==> src/rtl/gold_ctrl_pkg.sv <==
// Shared definitions for the Gold-code sequencer.
// Contents:
//   seq_state_t     - sequencer states (IDLE, LOAD, RUN, DONE)
//   GOLD_N_DEF      - default code length in chips
//   GOLD_LENGTH_DEF - default width of shift value and chip index
package gold_ctrl_pkg;

    localparam int GOLD_N_DEF      = 63;
    localparam int GOLD_LENGTH_DEF = $clog2(GOLD_N_DEF);

    typedef enum logic [1:0] {
        ST_IDLE = 2'd0,
        ST_LOAD = 2'd1,
        ST_RUN  = 2'd2,
        ST_DONE = 2'd3
    } seq_state_t;

endpackage

==> src/rtl/chip_rate_div.sv <==
// Programmable chip-rate divider.
// The count runs 0..i_div. o_tick is high in the cycle whose count equals
// i_div. The tick is registered, so it is computed one cycle ahead from the
// count the register will hold next.
// Ports:
//   clk         - clock
//   rst         - synchronous reset, active-high
//   i_clear     - the next count starts from 0 instead of advancing
//   i_en        - the next cycle is a counting cycle (else count and tick are 0)
//   i_div       - chip period minus 1, in clock cycles
//   o_tick      - registered chip tick
//   o_tick_next - value o_tick will take after the next edge
module chip_rate_div
    import gold_ctrl_pkg::*;
#(
    parameter int DIV_W = 16
) (
    input  logic             clk,
    input  logic             rst,
    input  logic             i_clear,
    input  logic             i_en,
    input  logic [DIV_W-1:0] i_div,
    output logic             o_tick,
    output logic             o_tick_next
);

    logic [DIV_W-1:0] r_cnt;
    logic [DIV_W-1:0] w_cnt_next;
    logic             r_tick;

    // Next count value and the tick that goes with it.
    always_comb begin
        w_cnt_next = '0;
        if (i_clear) begin
            w_cnt_next = '0;
        end else if (r_cnt == i_div) begin
            w_cnt_next = '0;
        end else begin
            w_cnt_next = r_cnt + DIV_W'(1);
        end
        o_tick_next = i_en && (w_cnt_next == i_div);
    end

    // Count and tick registers.
    always_ff @(posedge clk) begin
        if (rst) begin
            r_cnt  <= '0;
            r_tick <= 1'b0;
        end else if (!i_en) begin
            r_cnt  <= '0;
            r_tick <= 1'b0;
        end else begin
            r_cnt  <= w_cnt_next;
            r_tick <= o_tick_next;
        end
    end

    assign o_tick = r_tick;

endmodule

==> src/rtl/gold_seq_ctrl.sv <==
// Gold-code sequencer: hands a code shift to the generator over one
// AXI-stream transfer, paces chips with a programmable divider, frames
// N-chip epochs and only swaps the shift at epoch boundaries.
// Ports:
//   clkin, rst              - clock, synchronous active-high reset
//   start, stop             - begin (IDLE only) / abort sequence
//   shift_i, shift_upd      - shift value and request to apply it at next epoch
//   div_i, periods_i        - chip period minus 1; epochs to run (0 = forever)
//   m_axis_t*               - shift transfer to the generator
//   chip_en, chip_idx       - chip tick and current chip index
//   epoch_strobe, period_cnt- last-chip pulse and completed epoch count
//   busy, done              - LOAD/RUN indicator, completion pulse
// Every output is a register; outputs that depend on the state are loaded
// from the next-state value so they line up with the state they describe.
module gold_seq_ctrl
    import gold_ctrl_pkg::*;
#(
    parameter int N      = GOLD_N_DEF,
    parameter int LENGTH = $clog2(N),
    parameter int DIV_W  = 16,
    parameter int CNT_W  = 16
) (
    input  logic              clkin,
    input  logic              rst,
    input  logic              start,
    input  logic              stop,
    input  logic [LENGTH-1:0] shift_i,
    input  logic              shift_upd,
    input  logic [DIV_W-1:0]  div_i,
    input  logic [CNT_W-1:0]  periods_i,
    output logic [LENGTH-1:0] m_axis_tdata,
    output logic              m_axis_tvalid,
    input  logic              m_axis_tready,
    output logic              chip_en,
    output logic [LENGTH-1:0] chip_idx,
    output logic              epoch_strobe,
    output logic [CNT_W-1:0]  period_cnt,
    output logic              busy,
    output logic              done
);

    localparam logic [LENGTH-1:0] LAST_CHIP = LENGTH'(N - 1);
    localparam logic [CNT_W-1:0]  CNT_MAX   = '1;

    seq_state_t        r_state;
    seq_state_t        w_state_next;
    logic [DIV_W-1:0]  r_div;
    logic [CNT_W-1:0]  r_per;
    logic [CNT_W-1:0]  r_period_cnt;
    logic [LENGTH-1:0] r_tdata;
    logic [LENGTH-1:0] r_pend_data;
    logic [LENGTH-1:0] r_chip_idx;
    logic [LENGTH-1:0] w_chip_idx_next;
    logic [LENGTH-1:0] w_pend_val;
    logic [CNT_W:0]    w_period_inc;
    logic              r_pend_vld;
    logic              r_stop_pend;
    logic              r_tvalid;
    logic              r_epoch;
    logic              r_done;
    logic              r_busy;
    logic              w_tick;
    logic              w_tick_next;
    logic              w_start_ok;
    logic              w_hs;
    logic              w_last_period;
    logic              w_pend_avail;

    // A request arriving in the epoch_strobe cycle counts for that boundary.
    always_comb begin
        w_start_ok    = start && !stop;
        w_hs          = r_tvalid && m_axis_tready;
        w_period_inc  = {1'b0, r_period_cnt} + (CNT_W + 1)'(1);
        w_last_period = (r_per != '0) && (w_period_inc == {1'b0, r_per});
        w_pend_avail  = r_pend_vld || shift_upd;
        w_pend_val    = shift_upd ? shift_i : r_pend_data;
    end

    // Next-state logic.
    always_comb begin
        w_state_next = r_state;
        case (r_state)
            ST_IDLE: begin
                if (w_start_ok) begin
                    w_state_next = ST_LOAD;
                end else begin
                    w_state_next = ST_IDLE;
                end
            end
            ST_LOAD: begin
                // The transfer always completes; a stop only redirects the exit.
                if (w_hs) begin
                    w_state_next = (r_stop_pend || stop) ? ST_IDLE : ST_RUN;
                end else begin
                    w_state_next = ST_LOAD;
                end
            end
            ST_RUN: begin
                if (stop) begin
                    w_state_next = ST_IDLE;
                end else if (r_epoch) begin
                    if (w_last_period) begin
                        w_state_next = ST_DONE;
                    end else if (w_pend_avail) begin
                        w_state_next = ST_LOAD;
                    end else begin
                        w_state_next = ST_RUN;
                    end
                end else begin
                    w_state_next = ST_RUN;
                end
            end
            ST_DONE: begin
                w_state_next = ST_IDLE;
            end
            default: begin
                w_state_next = ST_IDLE;
            end
        endcase
    end

    // Chip index the register will hold after the next edge.
    always_comb begin
        w_chip_idx_next = r_chip_idx;
        if ((r_state == ST_IDLE) && w_start_ok) begin
            w_chip_idx_next = '0;
        end else if (w_tick) begin
            w_chip_idx_next = (r_chip_idx == LAST_CHIP) ? '0 : r_chip_idx + LENGTH'(1);
        end else begin
            w_chip_idx_next = r_chip_idx;
        end
    end

    // The divider counts only while the next cycle is a RUN cycle and
    // restarts from 0 on every RUN entry.
    chip_rate_div #(
        .DIV_W(DIV_W)
    ) u_div (
        .clk        (clkin),
        .rst        (rst),
        .i_clear    (r_state != ST_RUN),
        .i_en       (w_state_next == ST_RUN),
        .i_div      (r_div),
        .o_tick     (w_tick),
        .o_tick_next(w_tick_next)
    );

    // State, configuration, counters and registered outputs.
    always_ff @(posedge clkin) begin
        if (rst) begin
            r_state      <= ST_IDLE;
            r_div        <= '0;
            r_per        <= '0;
            r_period_cnt <= '0;
            r_tdata      <= '0;
            r_pend_data  <= '0;
            r_pend_vld   <= 1'b0;
            r_stop_pend  <= 1'b0;
            r_chip_idx   <= '0;
            r_tvalid     <= 1'b0;
            r_epoch      <= 1'b0;
            r_done       <= 1'b0;
            r_busy       <= 1'b0;
        end else begin
            r_state     <= w_state_next;
            r_tvalid    <= (w_state_next == ST_LOAD);
            r_busy      <= (w_state_next == ST_LOAD) || (w_state_next == ST_RUN);
            r_done      <= (w_state_next == ST_DONE);
            r_epoch     <= w_tick_next && (w_chip_idx_next == LAST_CHIP);
            r_chip_idx  <= w_chip_idx_next;
            r_stop_pend <= (r_state == ST_LOAD) && (w_state_next == ST_LOAD) &&
                           (r_stop_pend || stop);

            if ((r_state == ST_IDLE) && w_start_ok) begin
                r_tdata      <= shift_i;
                r_div        <= div_i;
                r_per        <= periods_i;
                r_period_cnt <= '0;
            end else begin
                if ((r_state == ST_RUN) && (w_state_next == ST_LOAD)) begin
                    r_tdata <= w_pend_val;
                end else begin
                    r_tdata <= r_tdata;
                end
                if (r_epoch && (r_period_cnt != CNT_MAX)) begin
                    r_period_cnt <= w_period_inc[CNT_W-1:0];
                end else begin
                    r_period_cnt <= r_period_cnt;
                end
            end

            // A request landing on the consuming handshake is newer than the
            // value being transferred, so it stays pending.
            if ((w_state_next == ST_IDLE) || (w_state_next == ST_DONE)) begin
                r_pend_vld <= 1'b0;
            end else if (shift_upd && ((r_state == ST_RUN) || (r_state == ST_LOAD))) begin
                r_pend_vld  <= 1'b1;
                r_pend_data <= shift_i;
            end else if (w_hs) begin
                r_pend_vld <= 1'b0;
            end else begin
                r_pend_vld <= r_pend_vld;
            end
        end
    end

    assign m_axis_tdata  = r_tdata;
    assign m_axis_tvalid = r_tvalid;
    assign chip_en       = w_tick;
    assign chip_idx      = r_chip_idx;
    assign epoch_strobe  = r_epoch;
    assign period_cnt    = r_period_cnt;
    assign busy          = r_busy;
    assign done          = r_done;

endmodule

==> config.mk <==
export PLATFORM = sky130hd
export DESIGN_NAME = gold_seq_ctrl
export DESIGN_NICKNAME = d
export VERILOG_FILES = /design/src/rtl/gold_ctrl_pkg.sv /design/src/rtl/chip_rate_div.sv /design/src/rtl/gold_seq_ctrl.sv
export SDC_FILE = /design/constraint.sdc
export NUM_CORES = 1
export LEC_CHECK = 0
export ABC_AREA = 0
export BUFFER_PORTS_ARGS = -buffer_cell sky130_fd_sc_hd__buf_2
export CORE_MARGIN = 10
export CORE_UTILIZATION = 45
export DETAILED_ROUTE_END_ITERATION = 10
export PLACE_DENSITY = 0.65
export REMOVE_ABC_BUFFERS = 1
export SLEW_MARGIN = 20
export SYNTH_ARGS = -nofsm -noshare
export SYNTH_HDL_FRONTEND = slang
export SYNTH_HIERARCHICAL = 1
export SYNTH_SLANG_ARGS = --single-unit
==> constraint.sdc <==
create_clock -name clkin -period 5.9 [get_ports clkin]
set_clock_uncertainty 0.1 [all_clocks]
set_input_delay 0.885 -clock clkin [delete_from_list [all_inputs] [get_ports clkin]]
set_output_delay 0.885 -clock clkin [all_outputs]
set_load 0.005 [all_outputs]
==> flow_metrics.tcl <==
set metrics [dict create \
    clock_latency_ns 0.34 \
    grt_setup_unrepaired "no" \
    critPathTopFamily "simple AND/OR/NAND/NOR gates" \
    grt_pass1_vias 4502 \
    post-place-ws_ns 1.753 \
    cts.sinks 91 \
    post_synth_num_cell_types 69 \
    final_cells 824 \
    async_flop_share_pct 0 \
    n_antenna_cell 0 \
    worst_pin_slew_ns 0.7541 \
    die_w_um 126.6 \
    whs_ns 0.3754 \
    reg2reg_slack_ns 1.67 \
    hp-start "r_pend_data[4]" \
    tns_ns 0 \
    hold_viol 0 \
    syn_area_per_cell_um2 8.108 \
    cp.required_ns 6.06 \
    max_stage_delay_ns 0.52 \
    powerDensity_mw_per_mm2 223.0 \
    min_delay_path_depth 2 \
    drive_gt1_share_pct 17.40 \
    io_buffers 76 \
    leakagePower_nw 2.197 \
    fin_nets 737 \
    worstPathCellList "ha_1 -> nand3_1 -> nor4_2 -> a211oi_1 -> nor4b_1 -> nand4_2 -> a21oi_1 -> ha_1 -> o21ai_0 -> a2111o_1 -> or4_4 -> a211oi_1 -> nand4_1 -> nor3_1" \
    htreeDepth 3 \
    ant_nets 0 \
    antenna_found_initial 0 \
    slew_violations 0 \
    ir_drop_uv 145.6 \
    grt_usage_pct 16.72 \
    route.vias.total 4647 \
    overflow 0 \
    design.core.area_mm2 0.01098 \
    synth-seq-cells 91 \
    synth-main-ff-cell "dfxtp_1" \
    cp-start-kind "flop" \
    vias_per_cell 5.640 \
    synth_top_area_cell "dfxtp_1" \
    synthCells 631 \
    path_max_fanout 7 \
    slowest_stage "or4_4" \
    status "completed" \
    dr.pass1.iters 4 \
    holdCritPathClass "reg -> reg" \
    area_growth_pct 12.40 \
    r2r-end "epoch_strobe" \
    crit_type "reg -> reg" \
    drt_iter0_markers 322 \
    ctsHoldBuffers 0 \
    synthTopCellsByArea "dfxtp_1 36%, nand2_1 7.3%, xnor2_1 6.2%" \
    synth_sequential_area_ratio_pct 35.61 \
    grt_pass1_wl_um 22480 \
    drv_cap 0 \
    totalWireLength_um 13410 \
    fill_cells 1097 \
    post-route-period-util_pct 71.68 \
    synth_area_mm2 0.005116 \
    fmax_mhz 236.5 \
    min_period_ns 4.229 \
    end_kind "flop" \
    die-area_mm2 0.01603 \
    synth_edf_count 0 \
    num_rows 38 \
    rr_startpoint "period_cnt[0]" \
    setup.worst_path.start "period_cnt[0]" \
    max-clock-path-buffers 2 \
    die_h_um 126.6 \
    clk_pin_slew_worst_paths_ns 0.06 \
    r2r.worst_path.cells 14 \
    cts_made_buffers 9 \
    num_io_pins 77 \
    holdPathEnd "m_axis_tdata[4]" \
    setup_viol 0 \
    postCtsSetupBuffers 0 \
    cts_resized 0 \
    max_slew_margin_pct 48.43 \
    gp_congestion 0.8793 \
    worstPathArrival_ns 4.39 \
    cts_root_buffer "clkbuf_16" \
    post_drt_wl_per_cell_um 16.27 \
    critPathBufInv 0 \
    post-dp-hpwl_um 10060 \
    yosysWarningCount 6 \
    drcViolationCount 0 \
    worst_slack_ns 1.671 \
    grt_start_max_net_pins 54 \
    yosys.area.top_type_share_pct 35.61 \
    tritoncts "yes" \
    dp_cells 811 \
    initial_core_util_pct 46.58 \
]
stage by stage:
step                area (um^2)  power [mW]  utilization [%]
floorplan                  4906      0.7219                -
global placement           5484      0.7689            49.93
detailed placement         5484      0.7708            49.93
CTS                        5751       1.301            52.36
global route               5751       1.339            52.36
finish                     5751       1.282            52.36
routing by layer:
| metal | track usage, % | wire length (um) | up-vias |
|---|---|---|---|
| met1 | 22.29 | 6442 | 2205 |
| met4 | 5.961 | 186 | 0 |
| met5 | 0 | 0 | - |
| li1 | - | - | 2317 |
| met2 | 25.94 | 6058 | 112 |
| met3 | 3.623 | 718 | 13 |
worst register-to-register path, delay by kind of cell (launching register included):
kind | cells | cell delay [ns]
AND/OR/NAND/NOR | 7 | 1.98
AO/OA/AOI/OAI | 5 | 1.07
adder cells (fa/ha/maj) | 2 | 0.50
flip-flops | 1 | 0.49
worst max path at each step:
| stage | depth (start not counted) | slack, ns | to |
|---|---|---|---|
| after detailed placement | 14 | 1.75 | epoch_strobe |
| after floorplan | 10 | 2.06 | epoch_strobe |
| after global routing | 14 | 1.27 | epoch_strobe |
| after global placement | 14 | 1.99 | epoch_strobe |
| after CTS | 14 | 1.67 | epoch_strobe |
| final | 14 | 1.67 | epoch_strobe |
cell type report:
| type | count | area (um^2) | area share [%] |
|---|---|---|---|
| flip-flops and latches | 91 | 1822 | 31.68 |
| well taps | 140 | 175.2 | 3.046 |
| repair buffers | 79 | 402.9 | 7.006 |
| clock inverters | 2 | 13.76 | 0.2393 |
| clock buffers | 11 | 252.7 | 4.395 |
| multi-input cells | 490 | 3043 | 52.92 |
| inverters | 11 | 41.29 | 0.7180 |
sequential cells by signal (all words and copies together) (netlist names), 2 cells and up:
| signal | cells |
|---|---|
| r_pend_data | 6 |
| r_state | 2 |
| period_cnt | 16 |
| chip_idx | 6 |
| r_div | 16 |
| r_per | 16 |
| u_div/r_cnt | 16 |
| m_axis_tdata | 6 |
power by group:
part / switching (mW) / leakage, nW / internal, mW / total (mW)
Sequential: 0.0160 / 0.738 / 0.629 / 0.645
Clock: 0.224 / 0.133 / 0.301 / 0.526
Combinational: 0.0633 / 1.33 / 0.0486 / 0.112
logic make-up (layout without fill, tap and decap cells):
logic type               after synthesis  in the layout  synth area share (%)
AO/OA/AOI/OAI                        110            110                 14.50
flip-flops                            91             91                 35.61
buffers and inverters                 50            103                 4.915
XOR/XNOR                              67             67                 11.47
multiplexers                          10             10                 1.957
adder cells (fa/ha/maj)               11             11                 2.690
AND/OR/NAND/NOR                      292            292                 28.86
synthesized netlist by cell type (all sizes together) (12+ instances only):
master and instances:
nor4 12, nand4 23, nand3 17, xor2 31, o21ai 15, clkbuf 25
nand2 99, a21oi 45, nor2 69, dfxtp 91, buf 14, xnor2 36
cells in the final DEF (no fill, tap or decap), types with 3 or more instances in the layout:
| cell type | instances |
|---|---|
| nand2_1 | 99 |
| and4_1 | 4 |
| nor2_1 | 69 |
| ha_1 | 11 |
| nand4_2 | 3 |
| buf_4 | 3 |
| buf_2 | 76 |
| and2_1 | 5 |
| xor2_1 | 31 |
| nor4_1 | 10 |
| a31oi_1 | 3 |
| nor3_1 | 11 |
| dfxtp_1 | 91 |
| or2_2 | 5 |
| o221ai_1 | 3 |
| o21ai_0 | 15 |
| or4_1 | 3 |
| nand4_1 | 20 |
| nor2b_1 | 8 |
| a211oi_1 | 5 |
| nand2b_1 | 5 |
| clkbuf_16 | 9 |
| nand3_1 | 17 |
| inv_1 | 11 |
| nor4b_1 | 4 |
| a21oi_1 | 45 |
| o211ai_1 | 3 |
| nor3b_1 | 5 |
| a311oi_1 | 9 |
| xnor2_1 | 36 |
| mux2i_1 | 10 |
| and3_1 | 8 |
Note: power is estimated with default switching activity, not from simulation.
